File: config.mk
export PLATFORM = sky130hd
export DESIGN_NAME = cim_readout_flat
export DESIGN_NICKNAME = d
export VERILOG_FILES = /design/src/rtl/cim_readout_if.sv /design/src/rtl/cim_readout.sv /design/src/flat_wrapper.sv
export SDC_FILE = /design/constraint.sdc
export NUM_CORES = 1
export LEC_CHECK = 0
export CORE_MARGIN = 2
export CORE_UTILIZATION = 39
export CTS_CLUSTER_DIAMETER = 150
export DETAILED_ROUTE_END_ITERATION = 10
export GPL_ROUTABILITY_DRIVEN = 0
export PLACE_DENSITY_LB_ADDON = 0.12
export SETUP_SLACK_MARGIN = 0.15
export SLEW_MARGIN = 20
export SYNTH_ARGS = -nofsm -noshare
export SYNTH_HDL_FRONTEND = slang
export SYNTH_SLANG_ARGS = --single-unit
File: constraint.sdc
create_clock -name clk -period 29.2 [get_ports clk]
set_clock_uncertainty 0.15 [all_clocks]
set_input_delay 5.84 -clock clk [delete_from_list [all_inputs] [get_ports clk]]
set_output_delay 5.84 -clock clk [all_outputs]
set_load 0.02 [all_outputs]
File: src/rtl/cim_readout_if.sv
// rtl/cim_readout_if.sv - valid/ready word stream carrying a cell value, its index and a last flag
interface cim_readout_if #(
    parameter int N_GROUP    = 12,
    parameter int DATA_WIDTH = 32
);
    localparam int IDX_WIDTH = $clog2(N_GROUP) + 1;

    logic                  m_valid;
    logic                  m_ready;
    logic [DATA_WIDTH-1:0] m_data;
    logic [IDX_WIDTH-1:0]  m_idx;
    logic                  m_last;

    modport master (
        output m_valid,
        output m_data,
        output m_idx,
        output m_last,
        input  m_ready
    );

    modport slave (
        input  m_valid,
        input  m_data,
        input  m_idx,
        input  m_last,
        output m_ready
    );
endinterface

File: src/rtl/cim_readout.sv
// rtl/cim_readout.sv - snapshots a cell-group accumulator vector and drains it word by word
module cim_readout #(
    parameter int N_GROUP    = 12,
    parameter int DATA_WIDTH = 32
) (
    input  logic                          clk,
    input  logic                          rst,
    input  logic                          start,
    input  logic [N_GROUP*DATA_WIDTH-1:0] data_i,
    output logic                          busy,
    output logic                          done,
    cim_readout_if.master                 m
);
    localparam int IDX_WIDTH = $clog2(N_GROUP) + 1;
    localparam logic [IDX_WIDTH-1:0] LAST_IDX = IDX_WIDTH'(N_GROUP - 1);

    typedef enum logic {
        IDLE,
        SEND
    } state_t;

    state_t                state_q;
    logic [IDX_WIDTH-1:0]  idx_q;
    logic [IDX_WIDTH-1:0]  idx_d;
    logic                  valid_q;
    logic                  busy_q;
    logic                  last_q;
    logic                  done_q;
    logic [DATA_WIDTH-1:0] shadow_q [N_GROUP];
    logic [DATA_WIDTH-1:0] data_mux;

    assign idx_d = idx_q + 1'b1;

    always_ff @(posedge clk) begin
        if (rst) begin
            state_q <= IDLE;
            idx_q   <= '0;
            valid_q <= 1'b0;
            busy_q  <= 1'b0;
            last_q  <= 1'b0;
            done_q  <= 1'b0;
            for (int i = 0; i < N_GROUP; i++) begin
                shadow_q[i] <= '0;
            end
        end else begin
            done_q <= 1'b0;
            case (state_q)
                IDLE: begin
                    if (start) begin
                        for (int i = 0; i < N_GROUP; i++) begin
                            shadow_q[i] <= data_i[i*DATA_WIDTH +: DATA_WIDTH];
                        end
                        idx_q   <= '0;
                        valid_q <= 1'b1;
                        busy_q  <= 1'b1;
                        last_q  <= (LAST_IDX == '0);
                        state_q <= SEND;
                    end
                end
                SEND: begin
                    // start is deliberately not looked at here, so requests during a drain are dropped
                    if (m.m_ready) begin
                        if (last_q) begin
                            idx_q   <= '0;
                            valid_q <= 1'b0;
                            busy_q  <= 1'b0;
                            last_q  <= 1'b0;
                            done_q  <= 1'b1;
                            state_q <= IDLE;
                        end else begin
                            idx_q  <= idx_d;
                            last_q <= (idx_d == LAST_IDX);
                        end
                    end
                end
                default: state_q <= IDLE;
            endcase
        end
    end

    // Read mux is driven only by registered idx, keeping m_ready out of the output cone
    always_comb begin
        data_mux = '0;
        for (int i = 0; i < N_GROUP; i++) begin
            if (idx_q == IDX_WIDTH'(i)) begin
                data_mux = shadow_q[i];
            end
        end
    end

    assign m.m_valid = valid_q;
    assign m.m_data  = data_mux;
    assign m.m_idx   = idx_q;
    assign m.m_last  = last_q;
    assign busy      = busy_q;
    assign done      = done_q;
endmodule

File: src/flat_wrapper.sv
// flat-port wrapper written by rule: the top's interface ports become plain ports
module cim_readout_flat 
#(
    parameter int N_GROUP    = 12,
    parameter int DATA_WIDTH = 32
)
  (clk, rst, start, data_i, busy, done, m_m_valid, m_m_data, m_m_idx, m_m_last, m_m_ready);
  cim_readout_if #(.N_GROUP(N_GROUP), .DATA_WIDTH(DATA_WIDTH)) m_i ();
  input  logic clk;
  input  logic rst;
  input  logic start;
  input  logic [N_GROUP*DATA_WIDTH-1:0] data_i;
  output logic busy;
  output logic done;
  output wire logic [$bits(m_i.m_valid)-1:0] m_m_valid;
  output wire logic [$bits(m_i.m_data)-1:0] m_m_data;
  output wire logic [$bits(m_i.m_idx)-1:0] m_m_idx;
  output wire logic [$bits(m_i.m_last)-1:0] m_m_last;
  input wire logic [$bits(m_i.m_ready)-1:0] m_m_ready;
  assign m_m_valid = m_i.m_valid;
  assign m_m_data = m_i.m_data;
  assign m_m_idx = m_i.m_idx;
  assign m_m_last = m_i.m_last;
  assign m_i.m_ready = m_m_ready;
  cim_readout #(.N_GROUP(N_GROUP), .DATA_WIDTH(DATA_WIDTH)) u_core (.clk(clk), .rst(rst), .start(start), .data_i(data_i), .busy(busy), .done(done), .m(m_i));
endmodule
==> results.cfg <==
[route]
drtIter0Drc = 1219
route.detailed.drc = 0
wl_per_cell_um = 25.0
num_vias = 13785
vias_per_cell = 5.45
wl_um = 63100
ant_nets = 0
dr.pass1.iters = 5

[finish]
area_growth_pct = 33.2
nets = 2272
multiInputGateArea_um2 = 6280
num-fill-cells = 4071
regArea_um2 = 11700
drive_gt1_share_pct = 6.52

[place]
portBuffers = 428
dp_hpwl_um = 45300

[cts]
cts.clk_slew.worst_paths_ps = 60
cts_root_buffer = clkbuf_16
cts_tree = yes
cts_buffer_depth = 3
cts_hold_buf = 0
ctsResizeCount = 0
cts_setup_buffers = 0
clkLatencyLatePin_ps = 590
cts_buffers = 44
clkSinkCount = 393
cts_max_level = 2

[flow_run]
drv_cap = 0

[synthesis]
yosysTopAreaCellShare_pct = 62.2
yosys.cell_types.count = 74
ys_ff_latch = 393
yosys-top-cells-area = edfxtp_1 (62%), and2_1 (11%), nor2b_1 (2.2%)
synthCells = 1501
ys_seq_area_share_pct = 63.1
synth_fp_nets = 1893
synth_top_cell_by_area = edfxtp_1
synth-edff-count = 384
postSynthAreaPerCell_um2 = 12.4
synth_area_um2 = 18500
ys.warnings.count = 0
synthArstFlopShare_pct = 0
synthFlopType = edfxtp_1

[timing]
maxSlewViolCount = 0
fmax_mhz = 97.7
min_period_ps = 10240
finalSetupViolations = 0
relSlewSlack_pct = 19.9
rsz0062_at_grt = false
timing.final.crit_share_pct = 35.1
final_hold_viol_count = 0
fin_tns_setup_ps = 0
worst_pin_slew_ps = 1200

[floorplan]
die_w_um = 222
dieArea_um2 = 49300
ios = 429
core.rowCount = 79
start_util_pct = 39.7
die_y_um = 222
core_area_um2 = 46800

[setup_path]
crit_type = reg2out
worstPathRequired_ps = 23210
crit_fanout = 23
crit_path_end_kind = output port
crit_arrival_ps = 4250
cp-start-kind = flip-flop

[grt]
use_met1_pct = 30.4
top_usage_layer = met2
grt.total_usage_pct = 25.3
met3_usage_pct = 4.84
gr-usage-met2_pct = 44.8
grt_max_degree = 321
grt_first_pass_wirelength_um = 92200
first_global_vias = 14306
antenna_found_initial = 6
overflow = 0

[outcome]
outcome = finished clean

[power_and_ir_drop]
finalPower_mw = 1.36
p_per_area_nw_per_um2 = 55.1
irDropWorstVdd_mv = 0.0335
power.leakage_nw = 9.01

[min_path]
hp-class = reg2reg
synthesized netlist by cell type, types with 5 or more instances:
cell type	count
a211o_1	12
a211oi_1	5
a21oi_1	75
a221o_1	13
a221oi_1	30
a22o_1	6
a22oi_1	19
a32oi_1	7
and2_1	325
buf_2	33
buf_4	9
buf_6	5
clkbuf_1	68
dfxtp_1	9
edfxtp_1	384
inv_1	15
nand2_1	70
nand2b_1	11
nand3_1	13
nand3b_1	7
nor2_1	65
nor2b_1	66
nor3_1	9
o2111ai_1	8
o211a_1	14
o211ai_1	18
o21ai_0	55
o221ai_1	25
o22ai_1	33
cell families (layout without fill, tap and decap cells):
kind of cell | Yosys count | in the layout | synth area share (%)
AOI/OAI and AO/OA | 352 | 352 | 13.4
xor gates and xnor gates | 1 | 1 | 0.0472
adders and majority gates | 4 | 4 | 0.270
buffers and inverters | 134 | 549 | 3.32
DFF | 393 | 393 | 63.1
muxes | 2 | 2 | 0.108
other | 0 | 5 | 0
and+or+nand+nor | 615 | 615 | 19.7
layer usage:
layer  routed length [um]  vias up
met5                    0        -
met4                 2400        0
met3                 4560      118
met2                32200      663
met1                24000     6660
li1                     -     6344
per-stage QoR:
stage | std cells | hold slack, ps | setup WS [ps] | util, % | cell area, um2
floorplan | 1501 | 338 | 12690 | - | 18500
global placement | 2440 | 310 | 19750 | 49.8 | 23300
detailed placement | 2440 | 324 | 19670 | 49.8 | 23300
CTS | 2522 | 332 | 19020 | 52.8 | 24700
global route | 2524 | 362 | 18770 | 52.8 | 24700
finish | 2528 | 336 | 18960 | 52.8 | 24700
critical path, stage by stage (launching register included):
cell             delay, ps
dfxtp_1                440
inv_1                  100
ha_1                   380
buf_4                  320
nor3b_2                320
and2_0                 250
buf_4                  320
a221oi_1               150
a211o_1                370
a21oi_1                310
clkdlybuf4s50_1        670
cell usage in the layout, fill, tap and decap left out, types with 10 or more instances in the layout:
cell type	synthesis	routed
a221o_1	13	13
o221ai_1	25	25
clkbuf_16	0	46
o21ai_0	55	55
clkinv_1	0	11
clkdlybuf4s50_1	0	427
a221oi_1	30	30
o22ai_1	33	33
nor2_1	65	64
a211o_1	12	12
edfxtp_1	384	384
o211a_1	14	14
nand2_1	70	70
nand2b_1	11	10
inv_1	15	15
buf_4	9	21
a22oi_1	19	19
nor2b_1	66	66
nand3_1	13	13
a21oi_1	75	75
and2_1	325	325
o211ai_1	18	18
clkinv_2	0	12
flip-flops by register name (all words and copies together) (netlist names):
name,flops
u_core.done,1
u_core.m.m_idx,5
u_core.m.m_last,1
u_core.m.m_valid,1
u_core.shadow_q,384
u_core.state_q,1
final cells by class:
cell class                      instances  share of cell area, %
Timing Repair Buffer                  452                   18.2
Sequential cell                       393                   47.4
Clock inverter                         30                  0.851
Antenna cell                            5                 0.0506
Tap cell                              607                   3.07
Inverter                               15                  0.228
Clock buffer                           52                   4.75
Multi-Input combinational cell        974                   25.4
where the power goes:
part	internal, mW	total (mW)	switching (mW)
Sequential	0.667	0.686	0.0188
Clock	0.305	0.535	0.230
Combinational	0.0762	0.141	0.0643
path summary, 6_finish.rpt:
check,startpoint,depth (start not counted),endpoint,slack [ps]
setup / recovery,u_core.m.m_idx[1]$_SDFFE_PP0P_,10,m_m_data[4],18960
hold / removal,u_core.m.m_valid$_SDFFE_PP0P_,2,u_core.m.m_valid$_SDFFE_PP0P_,340
setup reg to reg,u_core.state_q$_SDFF_PP0_,4,u_core.shadow_q[1][17]$_SDFFCE_PN0P_,25670
hold reg to reg,u_core.m.m_valid$_SDFFE_PP0P_,2,u_core.m.m_valid$_SDFFE_PP0P_,340
Note: power is estimated with default switching activity, not from simulation.
